File: src/rtl/pong_pkg.sv
// Shared definitions for the Pong frame engine: game states, colours, default screen geometry.
package pong_pkg;

  typedef enum logic [1:0] {
    ST_SERVE = 2'd0,
    ST_PLAY  = 2'd1,
    ST_POINT = 2'd2,
    ST_OVER  = 2'd3
  } game_state_t;

  typedef struct packed {
    logic [3:0] r;
    logic [3:0] g;
    logic [3:0] b;
  } rgb_t;

  localparam rgb_t RGB_BLACK  = '{r: 4'h0, g: 4'h0, b: 4'h0};
  localparam rgb_t RGB_BALL   = '{r: 4'hF, g: 4'hF, b: 4'hF};
  localparam rgb_t RGB_PADDLE = '{r: 4'h0, g: 4'h0, b: 4'hF};
  localparam rgb_t RGB_LINE   = '{r: 4'h8, g: 4'h8, b: 4'h8};
  localparam rgb_t RGB_BG     = '{r: 4'hC, g: 4'hF, b: 4'hD};

  localparam int DEF_H_ACTIVE = 640;
  localparam int DEF_V_ACTIVE = 480;

endpackage

File: src/rtl/pong_frame_engine_if.sv
// Buttons, raster position in, colour and score status out.
interface pong_frame_engine_if #(
  parameter int SCORE_W = 4
);
  logic               p1up;
  logic               p1down;
  logic               p2up;
  logic               p2down;
  logic [9:0]         hpos;
  logic [9:0]         vpos;
  logic               display_on;
  logic [3:0]         r;
  logic [3:0]         g;
  logic [3:0]         b;
  logic [SCORE_W-1:0] score_p1;
  logic [SCORE_W-1:0] score_p2;
  logic               game_over;

  modport master (
    output p1up, p1down, p2up, p2down, hpos, vpos, display_on,
    input  r, g, b, score_p1, score_p2, game_over
  );

  modport slave (
    input  p1up, p1down, p2up, p2down, hpos, vpos, display_on,
    output r, g, b, score_p1, score_p2, game_over
  );
endinterface

File: src/rtl/paddle_motion.sv
// One paddle's vertical position, stepped once per tick from its up/down buttons and clamped on screen.
module paddle_motion #(
  parameter int PADDLE_H     = 96,
  parameter int PADDLE_SPEED = 4,
  parameter int V_ACTIVE     = 480
) (
  input  logic       clk,
  input  logic       reset,
  input  logic       tick,
  input  logic       up,
  input  logic       down,
  output logic [9:0] y
);
  localparam logic signed [10:0] Y_MAX = 11'(V_ACTIVE - PADDLE_H);
  localparam logic [9:0]         Y_RST = 10'((V_ACTIVE - PADDLE_H) / 2);
  localparam logic signed [10:0] STEP  = 11'(PADDLE_SPEED);

  logic [9:0]         y_reg;
  logic signed [10:0] y_cur;
  logic signed [10:0] y_next;

  assign y_cur = signed'({1'b0, y_reg});
  assign y     = y_reg;

  // Signed 11-bit step so an overshoot past either edge clamps instead of wrapping.
  always_comb begin
    y_next = y_cur;
    if (up && !down) begin
      y_next = (y_cur - STEP < 11'sd0) ? 11'sd0 : y_cur - STEP;
    end else if (down && !up) begin
      y_next = (y_cur + STEP > Y_MAX) ? Y_MAX : y_cur + STEP;
    end
  end

  // Position only moves on the frame tick.
  always_ff @(posedge clk) begin
    if (reset) begin
      y_reg <= Y_RST;
    end else if (tick) begin
      y_reg <= y_next[9:0];
    end
  end
endmodule

File: src/rtl/pong_frame_engine.sv
// Two-player Pong core: paddles, ball, scoring, game FSM and a one-cycle registered pixel mux.
module pong_frame_engine
  import pong_pkg::*;
#(
  parameter int H_ACTIVE     = DEF_H_ACTIVE,
  parameter int V_ACTIVE     = DEF_V_ACTIVE,
  parameter int PADDLE_H     = 96,
  parameter int PADDLE_W     = 15,
  parameter int PADDLE_X     = 30,
  parameter int PADDLE_SPEED = 4,
  parameter int BALL_SIZE    = 8,
  parameter int BALL_SPEED   = 4,
  parameter int SERVE_FRAMES = 60,
  parameter int WIN_SCORE    = 7,
  parameter int SCORE_W      = 4
) (
  input logic                clk,
  input logic                reset,
  pong_frame_engine_if.slave bus
);
  localparam int SC_W = $clog2(SERVE_FRAMES + 1);
  localparam logic [SC_W-1:0]    SERVE_LAST = SC_W'(SERVE_FRAMES - 1);
  localparam logic [9:0]         BX_C       = 10'((H_ACTIVE - BALL_SIZE) / 2);
  localparam logic [9:0]         BY_C       = 10'((V_ACTIVE - BALL_SIZE) / 2);
  localparam logic signed [10:0] BSPD       = 11'(BALL_SPEED);
  localparam logic signed [10:0] BSZ        = 11'(BALL_SIZE);
  localparam logic signed [10:0] PH         = 11'(PADDLE_H);
  localparam logic signed [10:0] L_EDGE     = 11'(PADDLE_X + PADDLE_W);
  localparam logic signed [10:0] R_LIMIT    = 11'(H_ACTIVE - PADDLE_X - PADDLE_W - BALL_SIZE);
  localparam logic signed [10:0] Y_MAXB     = 11'(V_ACTIVE - BALL_SIZE);
  localparam logic signed [10:0] X_MISS_R   = 11'(H_ACTIVE - BALL_SIZE - BALL_SPEED);

  game_state_t        state_reg, state_next;
  logic [SC_W-1:0]    serve_cnt_reg, serve_cnt_next;
  logic [9:0]         bx_reg, bx_next, by_reg, by_next;
  logic               dx_neg_reg, dx_neg_next, dy_neg_reg, dy_neg_next;
  logic               point_p1_reg, point_p1_next;
  logic [SCORE_W-1:0] score_p1_reg, score_p1_next, score_p2_reg, score_p2_next;
  logic [SCORE_W-1:0] score_won;
  rgb_t               rgb_reg, rgb_next;

  logic               frame_tick, paddle_tick;
  logic signed [10:0] bx_s, by_s, nx, ny;
  logic [10:0]        h11, v11;
  logic [1:0]         up_v, down_v, overlap, in_pad;
  logic [9:0]         pad_y [2];
  logic               in_ball;

  assign frame_tick  = (bus.hpos == 10'd0) && (bus.vpos == 10'(V_ACTIVE));
  assign paddle_tick = frame_tick && (state_reg != ST_OVER);
  assign bx_s   = signed'({1'b0, bx_reg});
  assign by_s   = signed'({1'b0, by_reg});
  assign nx     = dx_neg_reg ? bx_s - BSPD : bx_s + BSPD;
  assign ny     = dy_neg_reg ? by_s - BSPD : by_s + BSPD;
  assign h11    = {1'b0, bus.hpos};
  assign v11    = {1'b0, bus.vpos};
  assign up_v   = {bus.p2up, bus.p1up};
  assign down_v = {bus.p2down, bus.p1down};

  // Index 0 is the left player, index 1 the mirrored right player.
  for (genvar gi = 0; gi < 2; gi++) begin : g_player
    localparam logic [10:0] PX = 11'((gi == 0) ? PADDLE_X : H_ACTIVE - PADDLE_X - PADDLE_W);
    logic signed [10:0] py_s;

    paddle_motion #(
      .PADDLE_H(PADDLE_H), .PADDLE_SPEED(PADDLE_SPEED), .V_ACTIVE(V_ACTIVE)
    ) u_paddle (
      .clk(clk), .reset(reset), .tick(paddle_tick),
      .up(up_v[gi]), .down(down_v[gi]), .y(pad_y[gi])
    );

    assign py_s        = signed'({1'b0, pad_y[gi]});
    assign overlap[gi] = (by_s + BSZ - 11'sd1 >= py_s) && (by_s <= py_s + PH - 11'sd1);
    assign in_pad[gi]  = (h11 >= PX) && (h11 < PX + 11'(PADDLE_W)) &&
                         (v11 >= {1'b0, pad_y[gi]}) && (v11 < {1'b0, pad_y[gi]} + 11'(PADDLE_H));
  end

  assign score_won = (point_p1_reg ? score_p1_reg : score_p2_reg) + SCORE_W'(1);

  // Game state register and ball/score state.
  always_ff @(posedge clk) begin
    if (reset) begin
      state_reg     <= ST_SERVE;
      serve_cnt_reg <= '0;
      bx_reg        <= BX_C;
      by_reg        <= BY_C;
      dx_neg_reg    <= 1'b0;
      dy_neg_reg    <= 1'b0;
      point_p1_reg  <= 1'b0;
      score_p1_reg  <= '0;
      score_p2_reg  <= '0;
    end else begin
      state_reg     <= state_next;
      serve_cnt_reg <= serve_cnt_next;
      bx_reg        <= bx_next;
      by_reg        <= by_next;
      dx_neg_reg    <= dx_neg_next;
      dy_neg_reg    <= dy_neg_next;
      point_p1_reg  <= point_p1_next;
      score_p1_reg  <= score_p1_next;
      score_p2_reg  <= score_p2_next;
    end
  end

  // Next state: serve countdown, ball flight with wall/paddle bounces, scoring; only on frame_tick.
  always_comb begin
    state_next     = state_reg;
    serve_cnt_next = serve_cnt_reg;
    bx_next        = bx_reg;
    by_next        = by_reg;
    dx_neg_next    = dx_neg_reg;
    dy_neg_next    = dy_neg_reg;
    point_p1_next  = point_p1_reg;
    score_p1_next  = score_p1_reg;
    score_p2_next  = score_p2_reg;
    if (frame_tick) begin
      case (state_reg)
        ST_SERVE: begin
          bx_next = BX_C;
          by_next = BY_C;
          if (serve_cnt_reg == SERVE_LAST) begin
            serve_cnt_next = '0;
            state_next     = ST_PLAY;
          end else begin
            serve_cnt_next = serve_cnt_reg + SC_W'(1);
          end
        end
        ST_PLAY: begin
          // A miss freezes the ball for this frame; POINT recentres it next frame.
          if (dx_neg_reg && (bx_s < BSPD)) begin
            point_p1_next = 1'b0;
            state_next    = ST_POINT;
          end else if (!dx_neg_reg && (bx_s > X_MISS_R)) begin
            point_p1_next = 1'b1;
            state_next    = ST_POINT;
          end else begin
            if (ny < 11'sd0) begin
              by_next     = 10'd0;
              dy_neg_next = 1'b0;
            end else if (ny > Y_MAXB) begin
              by_next     = Y_MAXB[9:0];
              dy_neg_next = 1'b1;
            end else begin
              by_next = ny[9:0];
            end
            bx_next = nx[9:0];
            if (dx_neg_reg && (bx_s >= L_EDGE) && (nx < L_EDGE) && overlap[0]) begin
              bx_next     = L_EDGE[9:0];
              dx_neg_next = 1'b0;
            end
            if (!dx_neg_reg && (bx_s <= R_LIMIT) && (nx > R_LIMIT) && overlap[1]) begin
              bx_next     = R_LIMIT[9:0];
              dx_neg_next = 1'b1;
            end
          end
        end
        ST_POINT: begin
          if (point_p1_reg) score_p1_next = score_won;
          else              score_p2_next = score_won;
          if (score_won == SCORE_W'(WIN_SCORE)) begin
            state_next = ST_OVER;
          end else begin
            bx_next     = BX_C;
            by_next     = BY_C;
            dx_neg_next = !point_p1_reg;
            state_next  = ST_SERVE;
          end
        end
        default: ;
      endcase
    end
  end

  assign in_ball = (h11 >= {1'b0, bx_reg}) && (h11 < {1'b0, bx_reg} + 11'(BALL_SIZE)) &&
                   (v11 >= {1'b0, by_reg}) && (v11 < {1'b0, by_reg} + 11'(BALL_SIZE));

  // Pixel colour by priority: ball, paddles, dashed centre line, background.
  always_comb begin
    rgb_next = RGB_BG;
    if (!bus.display_on)                                          rgb_next = RGB_BLACK;
    else if (in_ball)                                             rgb_next = RGB_BALL;
    else if (|in_pad)                                             rgb_next = RGB_PADDLE;
    else if ((bus.hpos == 10'(H_ACTIVE / 2)) && !bus.vpos[3])     rgb_next = RGB_LINE;
  end

  // Colour output register, one clock behind hpos/vpos.
  always_ff @(posedge clk) begin
    if (reset) rgb_reg <= RGB_BLACK;
    else       rgb_reg <= rgb_next;
  end

  assign bus.r         = rgb_reg.r;
  assign bus.g         = rgb_reg.g;
  assign bus.b         = rgb_reg.b;
  assign bus.score_p1  = score_p1_reg;
  assign bus.score_p2  = score_p2_reg;
  assign bus.game_over = (state_reg == ST_OVER);
endmodule

File: src/flat_wrapper.sv
// flat-port wrapper written by rule: the top's interface ports become plain ports
module pong_frame_engine_flat import pong_pkg::*;
#(
  parameter int H_ACTIVE     = DEF_H_ACTIVE,
  parameter int V_ACTIVE     = DEF_V_ACTIVE,
  parameter int PADDLE_H     = 96,
  parameter int PADDLE_W     = 15,
  parameter int PADDLE_X     = 30,
  parameter int PADDLE_SPEED = 4,
  parameter int BALL_SIZE    = 8,
  parameter int BALL_SPEED   = 4,
  parameter int SERVE_FRAMES = 60,
  parameter int WIN_SCORE    = 7,
  parameter int SCORE_W      = 4
)
  (clk, reset, bus_p1up, bus_p1down, bus_p2up, bus_p2down, bus_hpos, bus_vpos, bus_display_on, bus_r, bus_g, bus_b, bus_score_p1, bus_score_p2, bus_game_over);
  pong_frame_engine_if #(.SCORE_W(SCORE_W)) bus_i ();
  input logic clk;
  input logic reset;
  input wire logic [$bits(bus_i.p1up)-1:0] bus_p1up;
  input wire logic [$bits(bus_i.p1down)-1:0] bus_p1down;
  input wire logic [$bits(bus_i.p2up)-1:0] bus_p2up;
  input wire logic [$bits(bus_i.p2down)-1:0] bus_p2down;
  input wire logic [$bits(bus_i.hpos)-1:0] bus_hpos;
  input wire logic [$bits(bus_i.vpos)-1:0] bus_vpos;
  input wire logic [$bits(bus_i.display_on)-1:0] bus_display_on;
  output wire logic [$bits(bus_i.r)-1:0] bus_r;
  output wire logic [$bits(bus_i.g)-1:0] bus_g;
  output wire logic [$bits(bus_i.b)-1:0] bus_b;
  output wire logic [$bits(bus_i.score_p1)-1:0] bus_score_p1;
  output wire logic [$bits(bus_i.score_p2)-1:0] bus_score_p2;
  output wire logic [$bits(bus_i.game_over)-1:0] bus_game_over;
  assign bus_i.p1up = bus_p1up;
  assign bus_i.p1down = bus_p1down;
  assign bus_i.p2up = bus_p2up;
  assign bus_i.p2down = bus_p2down;
  assign bus_i.hpos = bus_hpos;
  assign bus_i.vpos = bus_vpos;
  assign bus_i.display_on = bus_display_on;
  assign bus_r = bus_i.r;
  assign bus_g = bus_i.g;
  assign bus_b = bus_i.b;
  assign bus_score_p1 = bus_i.score_p1;
  assign bus_score_p2 = bus_i.score_p2;
  assign bus_game_over = bus_i.game_over;
  pong_frame_engine #(.H_ACTIVE(H_ACTIVE), .V_ACTIVE(V_ACTIVE), .PADDLE_H(PADDLE_H), .PADDLE_W(PADDLE_W), .PADDLE_X(PADDLE_X), .PADDLE_SPEED(PADDLE_SPEED), .BALL_SIZE(BALL_SIZE), .BALL_SPEED(BALL_SPEED), .SERVE_FRAMES(SERVE_FRAMES), .WIN_SCORE(WIN_SCORE), .SCORE_W(SCORE_W)) u_core (.clk(clk), .reset(reset), .bus(bus_i));
endmodule
File: config.mk
export PLATFORM = sky130hd
export DESIGN_NAME = pong_frame_engine_flat
export DESIGN_NICKNAME = d
export VERILOG_FILES = /design/src/rtl/pong_pkg.sv /design/src/rtl/pong_frame_engine_if.sv /design/src/rtl/paddle_motion.sv /design/src/rtl/pong_frame_engine.sv /design/src/flat_wrapper.sv
export SDC_FILE = /design/constraint.sdc
export NUM_CORES = 1
export LEC_CHECK = 0
export ABC_CLOCK_PERIOD_IN_PS = 6000
export CAP_MARGIN = 25
export CORE_MARGIN = 8
export CORE_UTILIZATION = 37
export CTS_CLUSTER_SIZE = 40
export DETAILED_ROUTE_END_ITERATION = 12
export PLACE_DENSITY = 0.62
export SYNTH_ARGS = -nofsm -noshare
export SYNTH_HDL_FRONTEND = slang
export SYNTH_HIERARCHICAL = 1
export SYNTH_SLANG_ARGS = --single-unit
File: constraint.sdc
create_clock -name clk -period 6 [get_ports clk]
set_clock_uncertainty 0.05 [all_clocks]
set_input_delay 0.6 -clock clk [delete_from_list [all_inputs] [get_ports clk]]
set_output_delay 0.6 -clock clk [all_outputs]
set_load 0.02 [all_outputs]
# After elaboration in Yosys (flattened, before gate mapping)
# Index checks and enable logic that the tools add are counted.
dict set report word_totals {
  register_bits 71
  latch_bits 0
  mem_bits_rw 0
  rom_bits 0
  input_bits 27
  out_inout_bits 21
  elab_cells 175
  n_memories 0
}
dict set report classes {
  n_addsub 20
  mul 0
  div_mod_pow 0
  n_lt_le_gt_ge 28
  eq_ne 14
  shifts 0
  muxes 42
  bitwise_logic 4
  n_reduce_logical 53
}
# operator count
set ops {}
lappend ops {{$mux 10} 18}
lappend ops {{$pmux 10 s3} 2}
lappend ops {{$add 10x3->11 const B} 4}
lappend ops {{$add 10x7->11 const B} 4}
lappend ops {{$lt 10x11->1} 4}
lappend ops {{$sub 10x3->11 const B} 4}
lappend ops {{$ge 10x10->1} 4}
lappend ops {{$add 10x4->11 const B} 3}
lappend ops {{$gt 11x10->1 const B} 3}
lappend ops {{$lt 11x1->1 const B} 3}
lappend ops {{$mux 11} 3}
lappend ops {{$sub 11x2->11 const B} 3}
lappend ops {{$logic_and 1x1->1} 26}
lappend ops {{$mux 12} 2}
lappend ops {{$ge 11x11->1} 2}
lappend ops {{$le 11x11->1} 2}
lappend ops {{$eq 10x9->1 const B} 2}
lappend ops {{$gt 11x11->1 const B} 1}
lappend ops {{$lt 11x7->1 const B} 1}
lappend ops {{$ge 10x10->1 const B} 1}
lappend ops {{$ge 10x5->1 const B} 1}
lappend ops {{$ge 10x6->1 const B} 1}
lappend ops {{$gt 10x10->1 const B} 1}
lappend ops {{$le 10x10->1 const B} 1}
lappend ops {{other kinds (30)} 65}

# Logic depth before layout (Yosys ltp)
dict set report depth {
  word_depth 10
  mapped_depth 16
  mapped_depth_nobuf 15
}

# Cells and area by module
# The synthesis kept the hierarchy.
# mod instances cells_each area_each_um2 seq_area_each_um2
set modules_own_cells {}
lappend modules_own_cells {pong_frame_engine 1 739 5920.7 860.8}
lappend modules_own_cells {paddle_motion 2 115 817.0 160.2}

# Least setup slack after synthesis
# Ideal clock, no wire load.
dict set report synth_path {
  path_type {flip-flop to flip-flop}
  startpoint {register u_core.g_player[1].u_paddle.y_reg[2]}
  endpoint {register u_core.bx_reg[4]}
  setup_ps 124
  arrival_time_ps 3184
  required_ps 5826
  slack_ps 2642
  stages_incl_launch_ff 14
  n_path_buf 0
  period_less_slack_ps 3358
  path_cell_list {dfxtp_1 -> or4b_1 -> a21oi_1 -> nor2_1 -> xnor2_1 -> ha_1 -> a2111oi_0 -> o21ai_0 -> o211a_1 -> a2111oi_1 -> o211ai_1 -> o22ai_2 -> a21oi_1 -> a2111o_1}
}
dict set report synth_via {
  elab_chain_len 9
  word_cells_on_any_way 10
  cone_classes {add/sub: 2; order compare: 2; mux: 4; reduce/logical: 2}
}
# item line_no
set synth_lines {}
lappend synth_lines {{start, declared} paddle_motion.sv:18} ;# logic [9:0] y_reg;
lappend synth_lines {{start signal, assigned} paddle_motion.sv:40} ;# y_reg <= y_next[9:0];
lappend synth_lines {{$add 10x7->11} pong_frame_engine.sv:73} ;# assign overlap[gi] = (by_s + BSZ - 11'sd1 >= py_s) && (by_s <= py_s + PH - 11'sd1);
lappend synth_lines {{$sub 11x2->11} pong_frame_engine.sv:73}
lappend synth_lines {{$le 11x11->1} pong_frame_engine.sv:73}
lappend synth_lines {{$logic_and 1x1->1 *} pong_frame_engine.sv:73}
lappend synth_lines {{$logic_and 1x1->1 *} pong_frame_engine.sv:151} ;# if (!dx_neg_reg && (bx_s <= R_LIMIT) && (nx > R_LIMIT) && overlap[1]) begin
lappend synth_lines {{$mux 10 *} pong_frame_engine.sv:151}
lappend synth_lines {{$mux 10 *} pong_frame_engine.sv:133} ;# end else if (!dx_neg_reg && (bx_s > X_MISS_R)) begin
lappend synth_lines {{$mux 10 *} pong_frame_engine.sv:130} ;# if (dx_neg_reg && (bx_s < BSPD)) begin
lappend synth_lines {{$pmux 10 s3 *} pong_frame_engine.sv:117} ;# case (state_reg)
lappend synth_lines {{end signal, assigned} pong_frame_engine.sv:95} ;# bx_reg <= bx_next;
lappend synth_lines {{end, declared} pong_frame_engine.sv:35} ;# logic [9:0] bx_reg, bx_next, by_reg, by_next;
# Mark *: on every way between the ends. The rest lies on a longest branch, timed or not. The select of a mux whose other input is x is not followed.
# A chain may end at the register's enable or synchronous reset.

# Final worst setup path
dict set report layout_path {
  startpoint {register u_core.g_player[1].u_paddle.y_reg[2]}
  endpoint {register u_core.bx_reg[1]}
}
# Same word-level chain as after synthesis.

==> impl_metrics.toml <==
[floorplanning]
rows = 52
dieArea_sq_um = 25200
fp.dieH_microns = 159
die_w_microns = 159
core_sq_um = 20200
io_pins = 48
start_util = 0.375

[yosys]
synth_edf_count = 0
ys_seq_elements = 59
synthesis.area_sq_um = 7550
ys_types = 88
netlist.area_leader.share = 0.222
synthCells = 969
syn_avg_cell_area_sq_um = 7.80
async_flop_share = 0
synth_area_leaders = "ha_1 22%, dfxtp_1 16%, xnor2_1 5.7%"
synth_largest_area_cell = "ha_1"
synth_warnings = 6
synthFlopType = "dfxtp_1"
seq_area_frac_synth = 0.156

[critical_path]
timing.rr.start = "u_core/g_player[1].u_paddle/y[2]"
crit_chain = "or4b_1, a21oi_1, nor2_1, xnor2_1, ha_1, a2111oi_0, o21ai_0, o211a_1, a2111oi_1, o211ai_1, or3_1, a311oi_1"
path_buf_inv = 0
critPathMaxFanout = 15
worstPathRequired_ns = 6.20
cp_slowest_cell = "or4b_1"
critPathTopFamily = "compound AO/OA/AOI/OAI gates"
arrival_ns = 4.25
r2r_cells = 12
max_stage_delay_ns = 0.62
setup.reg_to_reg.worst_slack_ns = 1.95
timing.rr.end = "u_core/bx_reg[1]"
start_kind = "flip-flop"
crit_type = "flip-flop to flip-flop"
cp-end-kind = "flip-flop"

[layout]
num-fill-cells = 2115
seq_area_sq_um = 1180
final_area_sq_um = 8380
largest_reg_flops = 16
area_delta_synth_final_pct = 10.9
multiInputGateArea_sq_um = 5870
final_net_count = 1144
final_cells = 1257
layout_commonest_cell = "ha_1"
num_antenna_cells = 0
final_cell_mix = "134 x ha_1, 79 x a21oi_1, 65 x nor2_1, 63 x inv_1, 61 x nand2_1"
drive_above_1_share = 0.0395
final_core_util = 0.415

[clocking]
cts_root_buf = "clkbuf_16"
clkTransAtPathRegs_ns = 0.06
post_cts.repair.setup_buffers = 0
post_cts_resized = 0
clk_path_buf_depth = 2
cts_hold_buf = 0
clock_sinks = 59
cts_max_level = 3
numCtsBuffers = 9
insertion_delay_ns = 0.34
cts_tree = "done"

[worst_hold_path]
hold_class = "flip-flop to flip-flop"
worstHoldStart = "u_core/serve_cnt_reg[1]"
min_path_cells = 2
min_delay_worst_endpoint = "u_core/serve_cnt_reg[1]"

[placed_design]
place.detailed.hpwl_microns = 16000
preCtsSetupSlack_ns = 1.85
gp_congestion = 0.906
place_inst = 1241
portBuffers = 47
post_dp_cell_area_sq_um = 8110

[global_route]
overflow = 0
track_usage = 0.164
grt_antenna_before_repair = 0
grt_max_degree = 56
grt_first_pass_wirelength_microns = 34800
grt_pass1_vias = 6792

[sta]
slew_violations = 0
whs_ns = 0.432
tns_ns = 0
setup_viol_count_final = 0
max-slew-margin-rel = 0.436
hold_viol = 0
rsz0062_at_grt = "no"
tightest_slew_ns = 0.839
min_period_ns = 4.05
finalWorstSetupSlack_ns = 1.95
post-route-period-util = 0.676
max_freq_mhz = 247

[pwr]
p_sw_mw = 0.282
power_mw = 1.02
p_per_area_nw_per_um2 = 121
p_leak_nw = 3.37
p_seq_frac = 0.388
p_comb_frac = 0.133
p_int_mw = 0.734
clock_power_share = 0.479
ir_worst_vdd_mv = 0.128
sw_frac_of_total = 0.278

[route]
dr.pass1.iters = 7
drt_iter0_markers = 673
drt_wl_total_microns = 21100
drc_errors = 0
vias = 7119
viasPerCell = 5.66
route.met3.wl_microns = 865
route.met2.wl_microns = 9610
wl_per_cell_microns = 16.8
highest_layer = "met4"
drtAntennaViolNets = 0
wl_met1_microns = 10200

[run]
max_cap_viol_count = 0

[status]
status = "completed"
per-layer routing:
| metal | vias up | GRT usage |
|---|---|---|
| met5 | - | 0 |
| met4 | 0 | 0.0485 |
| met3 | 26 | 0.0269 |
| met2 | 186 | 0.270 |
| met1 | 3318 | 0.217 |
| li1 | 3589 | - |
layout make-up:
| cell class | instances | area share |
|---|---|---|
| repair buffers | 49 | 0.0574 |
| flip-flops and latches | 59 | 0.141 |
| multi-input cells | 800 | 0.701 |
| inverters | 63 | 0.0282 |
| clock inverters | 6 | 0.00493 |
| well taps | 270 | 0.0403 |
| clock buffers | 10 | 0.0273 |
worst reg2reg max path: cells and delay by family, from the launching register on:
kind	cells	cell delay (ns)
flip-flops	1	0.46
XOR/XNOR	1	0.13
adder cells (fa/ha/maj)	1	0.33
AND/OR/NAND/NOR	3	1.08
AO/OA/AOI/OAI	7	1.91
kinds of logic after synthesis:
logic type / count (synthesis) / share of synthesized area
adders and majority gates: 135 / 0.225
AOI/OAI and AO/OA: 268 / 0.236
buffers and inverters: 112 / 0.0677
other: 2 / 0.000994
muxes: 13 / 0.0190
DFF: 59 / 0.156
xor gates and xnor gates: 59 / 0.0684
and+or+nand+nor: 321 / 0.227
synthesized netlist by cell type (14+ instances only):
library cell  count
nand3_1          50
nor3_1           33
ha_1            134
a21o_1           16
xnor2_1          49
a211oi_1         14
o21ai_0          52
nand2b_1         16
nand4_1          15
dfxtp_1          59
clkbuf_1         19
nor2_1           65
a21oi_1          79
inv_1            63
o21a_1           14
nand2_1          61
power by group through the flow:
stage	clock network, mW	logic, mW	registers [mW]
after CTS	0.499	0.133	0.394
after global routing	0.516	0.150	0.394
after global placement	0	0.131	0.403
final	0.487	0.135	0.394
after detailed placement	0	0.132	0.403
after floorplan	0	0.0781	0.405
worst max-delay path by stage:
stage,from,endpoint,slack [ns],depth (start not counted)
2_1_floorplan,u_core/g_player[1].u_paddle/y[2],u_core/bx_reg[4],2.64,13
3_3_place_gp,bus_vpos[6],u_core/g_player[0].u_paddle/y[6],1.92,10
3_5_place_dp,bus_vpos[9],u_core/g_player[0].u_paddle/y[9],1.85,10
4_1_cts,u_core/g_player[1].u_paddle/y[2],u_core/bx_reg[1],1.97,12
5_1_grt,u_core/g_player[1].u_paddle/y[6],u_core/bx_reg[4],1.66,14
6_report,u_core/g_player[1].u_paddle/y[2],u_core/bx_reg[1],1.95,12
Note: power is estimated with default switching activity, not from simulation.
